==> src/rtl/alarm_controller.sv <==
// Car-alarm sequencer: arm/disarm from key-fob requests, exit and entry delays,
// siren timing and the lights-on warning chime.
module alarm_controller #(
    parameter int unsigned EXIT_DLY   = 8,
    parameter int unsigned ENTRY_DLY  = 8,
    parameter int unsigned SIREN_LEN  = 16,
    parameter int unsigned CHIME_HALF = 2,
    parameter int unsigned CW         = 8
) (
    input  logic       clk,
    input  logic       reset_n,
    input  logic       IgnitionSignalOn,
    input  logic       OpenDoorSign,
    input  logic       PassiveSignal,
    input  logic       ArmRequest,
    input  logic       DisarmRequest,
    output logic       Siren,
    output logic       LightsFlash,
    output logic       Chime,
    output logic       ArmedLed,
    output logic       ArmReject,
    output logic [3:0] AlarmCount,
    output logic [2:0] State
);

    localparam int unsigned PW = $clog2(2 * CHIME_HALF + 1);

    typedef enum logic [2:0] {
        StDisarmed = 3'd0,
        StArming   = 3'd1,
        StArmed    = 3'd2,
        StEntry    = 3'd3,
        StAlarm    = 3'd4
    } stateT;

    stateT         stateQ, stateD;
    logic [CW-1:0] cntQ, cntD, cntInc;
    logic [PW-1:0] phaseQ, phaseD;
    logic [3:0]    countQ, countD;
    logic          rejectQ, rejectD;
    logic          flashQ, flashD;
    logic          chimeQ, chimeD;

    always_ff @(posedge clk) begin
        if (!reset_n) begin
            stateQ  <= StDisarmed;
            cntQ    <= '0;
            phaseQ  <= '0;
            countQ  <= '0;
            rejectQ <= 1'b0;
            flashQ  <= 1'b0;
            chimeQ  <= 1'b0;
        end else begin
            stateQ  <= stateD;
            cntQ    <= cntD;
            phaseQ  <= phaseD;
            countQ  <= countD;
            rejectQ <= rejectD;
            flashQ  <= flashD;
            chimeQ  <= chimeD;
        end
    end

    always_comb begin
        stateD  = stateQ;
        cntInc  = cntQ + CW'(1);
        cntD    = cntQ;
        rejectD = 1'b0;
        if (DisarmRequest) begin
            stateD = StDisarmed;
        end else begin
            case (stateQ)
                StDisarmed: begin
                    if (ArmRequest) begin
                        if (!IgnitionSignalOn && !OpenDoorSign) stateD = StArming;
                        else rejectD = 1'b1;
                    end
                end
                StArming: begin
                    // An open door restarts the exit delay rather than aborting arming.
                    if (IgnitionSignalOn)                  stateD = StDisarmed;
                    else if (OpenDoorSign)                 cntD   = '0;
                    else if (cntQ == CW'(EXIT_DLY - 1))    stateD = StArmed;
                    else                                   cntD   = cntInc;
                end
                StArmed: begin
                    if (IgnitionSignalOn)  stateD = StAlarm;
                    else if (OpenDoorSign) stateD = StEntry;
                end
                StEntry: begin
                    if (IgnitionSignalOn || cntQ == CW'(ENTRY_DLY - 1)) stateD = StAlarm;
                    else                                                cntD   = cntInc;
                end
                StAlarm: begin
                    if (cntQ == CW'(SIREN_LEN - 1)) stateD = StArmed;
                    else                            cntD   = cntInc;
                end
                default: stateD = StDisarmed;
            endcase
        end
        if (stateD != stateQ) cntD = '0;
    end

    always_comb begin
        flashD = 1'b0;
        countD = countQ;
        if (stateD == StAlarm) begin
            flashD = (stateQ == StAlarm) ? ~flashQ : 1'b1;
            if (stateQ != StAlarm && countQ != 4'd15) countD = countQ + 4'd1;
        end
    end

    // Chime follows the state being entered so it never sounds outside DISARMED.
    always_comb begin
        chimeD = 1'b0;
        phaseD = '0;
        if (stateD == StDisarmed && PassiveSignal) begin
            chimeD = (phaseQ < PW'(CHIME_HALF));
            phaseD = (phaseQ == PW'(2 * CHIME_HALF - 1)) ? '0 : phaseQ + PW'(1);
        end
    end

    assign State       = stateQ;
    assign Siren       = (stateQ == StAlarm);
    assign LightsFlash = flashQ;
    assign Chime       = chimeQ;
    assign ArmedLed    = (stateQ == StArming) || (stateQ == StArmed) || (stateQ == StEntry);
    assign ArmReject   = rejectQ;
    assign AlarmCount  = countQ;

endmodule

==> config.mk <==
export PLATFORM = sky130hd
export DESIGN_NAME = alarm_controller
export DESIGN_NICKNAME = d
export VERILOG_FILES = /design/src/rtl/alarm_controller.sv
export SDC_FILE = /design/constraint.sdc
export NUM_CORES = 1
export LEC_CHECK = 0
export ABC_AREA = 1
export CAP_MARGIN = 20
export CELL_PAD_IN_SITES_DETAIL_PLACEMENT = 1
export CELL_PAD_IN_SITES_GLOBAL_PLACEMENT = 1
export CORE_MARGIN = 1.5
export CORE_UTILIZATION = 37
export CTS_CLUSTER_DIAMETER = 60
export DETAILED_ROUTE_END_ITERATION = 12
export PLACE_DENSITY = 0.81
export SLEW_MARGIN = 20
export SYNTH_ARGS = -nofsm -noshare
export SYNTH_HDL_FRONTEND = slang
export SYNTH_SLANG_ARGS = --single-unit
export TNS_END_PERCENT = 10
==> constraint.sdc <==
create_clock -name clk -period 1.7 [get_ports clk]
set_input_delay 0.34 -clock clk [delete_from_list [all_inputs] [get_ports clk]]
set_output_delay 0.34 -clock clk [all_outputs]
set_load 0.005 [all_outputs]
---- After elaboration in Yosys (flattened, before gate mapping) ----
Index checks and enable logic that the tools add are counted.
word-level totals
  register bits ........................... 21
  bits in latches ......................... 0
  memory bits (writable) .................. 0
  ROM bits ................................ 0
  input port bits ......................... 7
  output and inout bits ................... 12
  memories kept ........................... 0
operators by class
  add/subtract/negate cells ............... 3
  multipliers ............................. 0
  div/mod/pow operators ................... 0
  $lt $le $gt $ge ......................... 1
  equality and inequality tests ........... 15
  shift operators ......................... 0
  mux-type cells .......................... 19
  bitwise operators ....................... 6
  reduce and logical (&&, ||, !) cells .... 18
operators with widths
  cell                 number
  $mux 8               5
  $mux 3               10
  $pmux 8 s3           1
  $pmux 3 s5           1
  $eq 3x2->1 const B   3
  $add 8x1->8 const B  1
  $eq 8x3->1 const B   1
  $eq 8x4->1 const B   1
  $eq 3x3->1 const B   2
  $logic_not 3->1      2
  $ne 2x2->1 const B   3
  $ne 3x3->1 const B   2
  $not 1->1            6
  $reduce_and 2->1     3
  $reduce_and 6->1     1
  $add 4x1->4 const B  1
  $ne 4x4->1 const B   1
  $reduce_or 4->1      1
  $add 3x1->3 const B  1
  $eq 3x1->1 const B   1
  $logic_and 1x1->1    3
  $logic_or 1x1->1     3
  $lt 3x2->1 const B   1
  $ne 3x3->1           1
  other kinds (5)      7

---- Depth between registers and ports, before layout ----
Gate-level depths: netlist of the first run.
  depth after elaboration ................. 10
  depth in mapped cells ................... 13
  gate-level depth less buffers ........... 13

---- Worst setup path before layout of the first run ----
No wires, ideal clock.
  kind .................................... register to register
  start ................................... register cntQ[0]
  end ..................................... register phaseQ[0]
  arrival ................................. 1.499 ns
  path slack .............................. 0.136 ns
  cell stages (with the launch flop) ...... 12
  period minus slack after synthesis ...... 1.564 ns
  cell sequence ........................... dfxtp_1 > ha_1 > nand3_1 > nor2_2 > nor2_1 > nor2_1 > nand2_1 > nand2_2 > inv_2 > nor2_1 > nand4_1 > nor2_1
on the way
  longest elaborated chain between the ends .. 10
ends and longest elaborated chain
  item                           line    source
  start, declared                37      logic [CW-1:0] cntQ, cntD, cntInc;
  start signal, assigned         55      cntQ <= cntD;
  $eq 8x3->1                     83, 91
  $mux 3                         83      else if (cntQ == CW'(EXIT_DLY - 1)) stateD = StArmed;
  $mux 3                         82      else if (OpenDoorSign) cntD = '0;
  $mux 3                         81      if (IgnitionSignalOn) stateD = StDisarmed;
  $pmux 3 s5 (*)                 72      case (stateQ)
  $mux 3 (*)                     69      if (DisarmRequest) begin
  $logic_not 3->1 (*)            117     if (stateD == StDisarmed && PassiveSignal) begin
  $logic_and 1x1->1 (*)          117
  $not 1->1 (no line) (*)        -
  $reduce_or 3->1 (no line) (*)  -
  end signal, assigned           56      phaseQ <= phaseD;
  end, declared                  38      logic [PW-1:0] phaseQ, phaseD;
Every way passes the cells marked *; elsewhere a longest branch is shown, timed or not.
A chain may end at the register's enable or synchronous reset.

---- Worst setup path in the final report of the first run ----
  start ................................... register stateQ[0] (netlist: State[0])
  end ..................................... register cntQ[6]
on the way
  longest elaborated chain between the ends .. 7
ends and longest elaborated chain
  item                       line  source
  start, declared            36    stateT stateQ, stateD;
  start signal, assigned     46    stateQ <= StDisarmed;
  start signal, assigned     54    stateQ <= stateD;
  $mux 3                     83
  $mux 3                     82
  $mux 3                     81
  $pmux 3 s5                 72
  $mux 3                     69
  $ne 3x3->1                 101   if (stateD != stateQ) cntD = '0;
  $reduce_or 2->1 (no line)  -
Parallel ways exist; a longest one is shown, timed or not.

==> results.py, run 1 <==
metrics = {
    "outcome": {
        "status": "finished, violations left",
        "violations": "setup timing",
    },
    "floorplan": {
        "core-area_um2": 3310,
        "die_h_um": 61.6,
        "pin_count": 19,
        "initial_core_util_pct": 38.4,
        "rows": 21,
        "die_w_um": 61.6,
        "die_area_um2": 3800,
    },
    "sta": {
        "hold_viol_final": 0,
        "fin_crit_sh_pct": 103,
        "fmaxAchievable_mhz": 569,
        "finalSetupViolations": 5,
        "fin_setup_tns_ns": -0.106,
        "whs_ns": 0.447,
        "clock_skew_ns": 0.00279,
        "timing.slew.headroom_pct": 76.0,
        "min_period_ns": 1.76,
        "worst_pin_slew_ns": 0.359,
        "grt_setup_unrepaired": "true",
        "slew_violations": 0,
        "worst_slack_ns": -0.0568,
    },
    "setup_path": {
        "required_ns": 1.97,
        "cp_num_buf_inv": 4,
        "end_kind": "register",
        "cp_top_family": "buffers and inverters",
        "rr_endpoint": "cntQ[6]$_SDFFE_PP0P_",
        "startpoint": "State[0]$_SDFF_PN0_",
        "r2r-start": "State[0]$_SDFF_PN0_",
        "crit_cells": 10,
        "cp_common_cell": "buf_4",
        "worstSetupStartpointType": "register",
        "r2r_cells": 10,
        "critPathArrivalTime_ns": 2.03,
        "path_cells": "nor2_4 -> nand2_2 -> buf_4 -> buf_4 -> o22ai_1 -> nand4_2 -> buf_12 -> o21ai_1 -> inv_1 -> nor2_2",
        "critPathMaxFanout": 16,
        "critPathKind": "register to register",
        "slowest_stage": "dfxtp_4",
        "slowest_delay_ns": 0.38,
        "r2r_slack_ns": -0.06,
        "endpoint": "cntQ[6]$_SDFFE_PP0P_",
    },
    "clock_network": {
        "path_clk_slew_ns": 0.13,
        "clock_latency_ns": 0.33,
        "cts_hold_buffers": 0,
        "cts_sinks": 21,
        "clockRootBuffer": "clkbuf_4",
        "cts_htree_levels": 1,
        "cts_tree": "yes",
        "cts_buffer_depth": 2,
        "numCtsBuffers": 3,
    },
    "synth": {
        "async_reset_ff_share_pct": 0,
        "synth_edf_count": 0,
        "ys_ff_latch": 21,
        "synth_nets": 205,
        "synth_area_um2": 1270,
        "synth_cells": 194,
        "avgSynthCellArea_um2": 6.55,
        "yosysWarnings": 0,
        "ys_types": 30,
        "ys.flop_type": "dfxtp_1",
        "yosysSeqAreaShare_pct": 33.1,
    },
    "final_layout": {
        "final_common_cell": "nand2_1",
        "diodes": 0,
        "final_cell_mix": "34 x nand2_1, 24 x inv_1, 23 x buf_4, 22 x nor2_1",
        "nNetsFinal": 250,
        "fin_cells": 284,
        "post-route-util_pct": 56.0,
        "stdcell_area_um2": 1850,
        "area_delta_synth_final_pct": 45.8,
        "drive_gt1_share_pct": 30.7,
        "fill_cells": 441,
    },
    "place": {
        "place.gp.congestion": 0.878,
        "port_buffers": 18,
        "hpwl_mm": 2.80,
        "placedCellCount": 275,
        "dpl_cell_area_um2": 1650,
    },
    "detailed_routing": {
        "drt_wl_total_mm": 4.16,
        "num_vias": 1441,
        "first_iter_violations": 72,
        "routedWlPerCell_um": 14.6,
        "drt-vias-per-instance": 5.07,
        "dr.pass1.iters": 4,
        "postRouteAntennaNets": 0,
        "drc": 0,
    },
    "worst_hold_path": {
        "min_path_type": "register to register",
    },
    "global_routing": {
        "track_usage_pct": 22.0,
        "antenna_found_initial": 0,
        "grt_max_degree": 17,
        "grt_pass1_wl_mm": 6.14,
        "grt_pass1_vias": 1413,
        "grt-ovfl-total": 0,
    },
    "power": {
        "peakVddDrop_uv": 454,
        "p_leak_nw": 0.811,
        "cellPowerDensity_nw_per_um2": 458,
    },
    "job": {
        "cap_violations": 0,
    },
}
[kinds of logic (layout without fill, tap and decap cells)]
| kind of cell | after synthesis | count (layout) | share of synthesized area, % |
|---|---|---|---|
| AO/OA/AOI/OAI | 28 | 28 | 13.3 |
| buffers and inverters | 33 | 77 | 10.5 |
| XOR/XNOR | 5 | 5 | 3.44 |
| flip-flops | 21 | 21 | 33.1 |
| adder cells (fa/ha/maj) | 4 | 4 | 3.94 |
| AND/OR/NAND/NOR | 103 | 103 | 35.7 |
[layer usage]
metal	share of wire, %	global-route usage (%)
met3	2.1	1.89
met5	0	0
met4	1.4	9.12
met1	44	25.5
met2	52	40.8
[registers in the layout, indices dropped and copies added, names as in the netlist]
name,count
cntQ,8
AlarmCount,4
State,3
phaseQ,3
ArmReject,1
Chime,1
LightsFlash,1
[worst reg2reg max path: stages, from the launching register on]
cell and delay, ns:
dfxtp_4 0.38, nor2_4 0.12, nand2_2 0.08, buf_4 0.15, buf_4 0.13, o22ai_1 0.16, nand4_2 0.15, buf_12 0.18
o21ai_1 0.14, inv_1 0.09, nor2_2 0.12
[layout make-up]
| type | instances | area (µm²) | area share [%] |
|---|---|---|---|
| multi-input combinational | 140 | 842 | 45.4 |
| sequential | 21 | 433 | 23.4 |
| timing repair buffer | 43 | 380 | 20.5 |
| inverter | 30 | 113 | 6.08 |
| tap | 46 | 57.6 | 3.11 |
| clock buffer | 3 | 22.5 | 1.22 |
| clock inverter | 1 | 5.00 | 0.270 |
[how the worst min path moves through the flow]
stage | start | to | slack (ns) | cells after the start
after floorplan | phaseQ[2]$_SDFF_PP0_ | Chime$_SDFF_PN0_ | 0.40 | 1
after global placement | phaseQ[0]$_SDFF_PP0_ | phaseQ[0]$_SDFF_PP0_ | 0.41 | 1
after detailed placement | LightsFlash$_SDFF_PN0_ | LightsFlash$_SDFF_PN0_ | 0.43 | 1
after CTS | LightsFlash$_SDFF_PN0_ | LightsFlash$_SDFF_PN0_ | 0.45 | 1
after global routing | phaseQ[0]$_SDFF_PP0_ | phaseQ[0]$_SDFF_PP0_ | 0.47 | 1
final | phaseQ[1]$_SDFF_PP0_ | Chime$_SDFF_PN0_ | 0.45 | 1
[synth_stat cells (4+ instances only)]
cell / instances / share of area (%)
nand2_1: 41 / 12
nor2_1: 31 / 9.2
inv_1: 26 / 7.7
dfxtp_1: 21 / 33
nand3_1: 16 / 6.3
a21oi_1: 6 / 2.4
o21ai_1: 6 / 2.4
o21ai_0: 5 / 2.0
xor2_1: 5 / 3.4
ha_1: 4 / 3.9
[metrics by stage]
step / setup WS, ns / power (mW)
after floorplan: 0.136 / 0.543
after CTS: 0.00431 / 0.840
after global placement: -0.145 / 0.580
final: -0.0568 / 0.849
after global routing: -0.183 / 0.887
after detailed placement: -0.249 / 0.586
[what timing repair did]
item / in CTS / in global routing
pin swaps: 3 / 9
gates resized for setup: 20 / 27
setup endpoints to repair: 20 / 19
setup buffers: 3 / 2
[power breakdown]
part	switching, mW	internal [mW]	total, mW
logic	0.0466	0.0378	0.0845
registers	0.00272	0.494	0.497
clock network	0.179	0.0885	0.267
Power figures use the tool's default switching activity.
==> inputs of run 2 (changes only) <==
--- a/config.mk
+++ b/config.mk
@@ -14,7 +14,7 @@
 export CTS_CLUSTER_DIAMETER = 60
 export DETAILED_ROUTE_END_ITERATION = 12
 export PLACE_DENSITY = 0.81
-export SLEW_MARGIN = 20
+export SLEW_MARGIN = 40
 export SYNTH_ARGS = -nofsm -noshare
 export SYNTH_HDL_FRONTEND = slang
 export SYNTH_SLANG_ARGS = --single-unit
==> results of run 2 <==
Final layout, timing and power as in run 1 (identical DEF).
==> inputs of run 3 (changes only) <==
--- a/config.mk
+++ b/config.mk
@@ -13,8 +13,7 @@
 export CORE_UTILIZATION = 37
 export CTS_CLUSTER_DIAMETER = 60
 export DETAILED_ROUTE_END_ITERATION = 12
-export PLACE_DENSITY = 0.81
-export SLEW_MARGIN = 40
+export PLACE_DENSITY_LB_ADDON = 0.2
 export SYNTH_ARGS = -nofsm -noshare
 export SYNTH_HDL_FRONTEND = slang
 export SYNTH_SLANG_ARGS = --single-unit
==> run 3 against run 2 <==
- the run still ends with setup timing left
- utilization fell by 1.1 points
- hold slack worse by 0.0088 ns
- via count shrank 5.1%
- flip-flop and latch count unchanged
- clock skew is essentially flat
- sequential power hardly changed
- largest power group unchanged
- highest routed layer unchanged
==> results.py, run 3 (synthesis gave the netlist of run 1 again) <==
metrics = {
    "sta": {
        "finalSetupViolations": 1,
        "slew_violations": 0,
        "fin_setup_tns_ns": -0.0121,
        "worst_pin_slew_ns": 0.393,
        "hold_viol_final": 0,
        "timing.slew.headroom_pct": 73.6,
        "worst_slack_ns": -0.0121,
        "clock_skew_ns": 0.00256,
        "fin_crit_sh_pct": 101,
        "whs_ns": 0.438,
        "fmaxAchievable_mhz": 584,
        "min_period_ns": 1.71,
        "grt_setup_unrepaired": "true",
    },
    "clock_network": {
        "cts_hold_buffers": 0,
        "cts_buffer_depth": 2,
        "cts_tree": "yes",
        "clock_latency_ns": 0.31,
        "path_clk_slew_ns": 0.12,
        "numCtsBuffers": 3,
        "cts_htree_levels": 1,
        "clockRootBuffer": "clkbuf_4",
        "cts_sinks": 21,
    },
    "floorplan": {
        "pin_count": 19,
        "die_w_um": 61.6,
        "die_area_um2": 3800,
        "core-area_um2": 3310,
        "die_h_um": 61.6,
        "rows": 21,
        "initial_core_util_pct": 38.4,
    },
    "final_layout": {
        "fill_cells": 471,
        "nNetsFinal": 248,
        "post-route-util_pct": 54.8,
        "area_delta_synth_final_pct": 42.8,
        "final_cell_mix": "34 x nand2_1, 25 x inv_1, 22 x nor2_1, 22 x buf_4, 17 x clkdlybuf4s50_1",
        "stdcell_area_um2": 1820,
        "largest_register_ffs": 8,
        "drive_gt1_share_pct": 29.2,
        "diodes": 0,
        "largest_register": "cntQ",
        "fin_cells": 282,
        "final_common_cell": "nand2_1",
    },
    "place": {
        "port_buffers": 18,
        "dpl_cell_area_um2": 1660,
        "preCtsSetupSlack_ns": -0.332,
        "place.gp.congestion": 0.815,
        "placedCellCount": 276,
        "hpwl_mm": 2.96,
    },
    "worst_hold_path": {
        "min_path_type": "register to register",
        "min_path_cells": 1,
        "hp-start": "phaseQ[0]$_SDFF_PP0_",
    },
    "setup_path": {
        "required_ns": 1.36,
        "critPathMaxFanout": 5,
        "r2r-start": "cntQ[0]$_SDFFE_PP0P_",
        "slowest_delay_ns": 0.51,
        "critPathKind": "register to output pin",
        "slowest_stage": "clkdlybuf4s50_1",
        "worstSetupStartpointType": "register",
        "r2r_cells": 10,
        "path_cells": "nor2_4 -> nor2_1 -> clkdlybuf4s50_1",
        "critPathArrivalTime_ns": 1.37,
        "startpoint": "State[1]$_SDFF_PN0_",
        "end_kind": "output pin",
    },
    "global_routing": {
        "grt-ovfl-total": 0,
        "grt_pass1_wl_mm": 5.96,
        "track_usage_pct": 21.4,
        "grt_pass1_vias": 1380,
        "antenna_found_initial": 0,
        "grt_max_degree": 17,
    },
    "detailed_routing": {
        "drt_wl_total_mm": 3.85,
        "routedWlPerCell_um": 13.7,
        "postRouteAntennaNets": 0,
        "drc": 0,
        "dr.pass1.iters": 4,
        "drt-vias-per-instance": 4.85,
        "num_vias": 1368,
        "first_iter_violations": 39,
    },
    "job": {
        "cap_violations": 0,
    },
    "power": {
        "power_uw": 835,
        "cellPowerDensity_nw_per_um2": 460,
        "p_leak_nw": 0.777,
        "peakVddDrop_uv": 428,
    },
    "outcome": {
        "status": "finished, violations left",
        "violations": "setup timing",
    },
}
## run 3: cell types whose count changed in the layout (fill, tap and decap cells not counted), moves of 2 or more
cell and delta:
clkdlybuf4s50_1 +2, dfxtp_2 +2, nand3_2 +2, dlygate4sd2_1 -2
## run 3: cell type report
type                    count  area [µm²]  area share [%]
multi-input cells         140         822            45.3
flip-flops and latches     21         432            23.8
clock inverters             1        5.00           0.276
clock buffers               3        22.5            1.24
well taps                  46        57.6            3.17
repair buffers             41         364            20.1
inverters                  30         113            6.20
## run 3: final timing paths
kind | end | slack, ns
hold / removal | phaseQ[0]$_SDFF_PP0_ | 0.44
setup / recovery | ArmedLed | -0.01
hold reg to reg | phaseQ[0]$_SDFF_PP0_ | 0.44
setup reg to reg | cntQ[4]$_SDFFE_PP0P_ | 0
## run 3: per-layer routing
metal  share of wire, %  vias to the layer above  track usage [%]  wire length (µm)
li1                   -                      699                -                 -
met1                 41                      643             24.3              1570
met2                 55                       18             38.9              2100
met3                2.0                        8             3.15                77
met4                2.5                        0             9.73                96
met5                  0                        -                0                 0
## run 3: worst max-delay path: cells and delay by family (launching register included)
family        cells  cell delay, ns
buf+inv           1            0.51
flops             1            0.40
simple gates      2            0.14
## run 3: what timing repair did
item / 4_1_cts / 5_1_grt
resized for setup: 15 / 23
endpoints found under the setup margin: 19 / 17
pin swaps: 4 / 10
buffers inserted: 2 / 0
## run 3: power breakdown
group	internal [mW]	total [mW]	switching, mW
logic	0.0401	0.0841	0.0440
registers	0.496	0.499	0.00299
clock network	0.0881	0.252	0.164
total	0.624	0.835	0.211
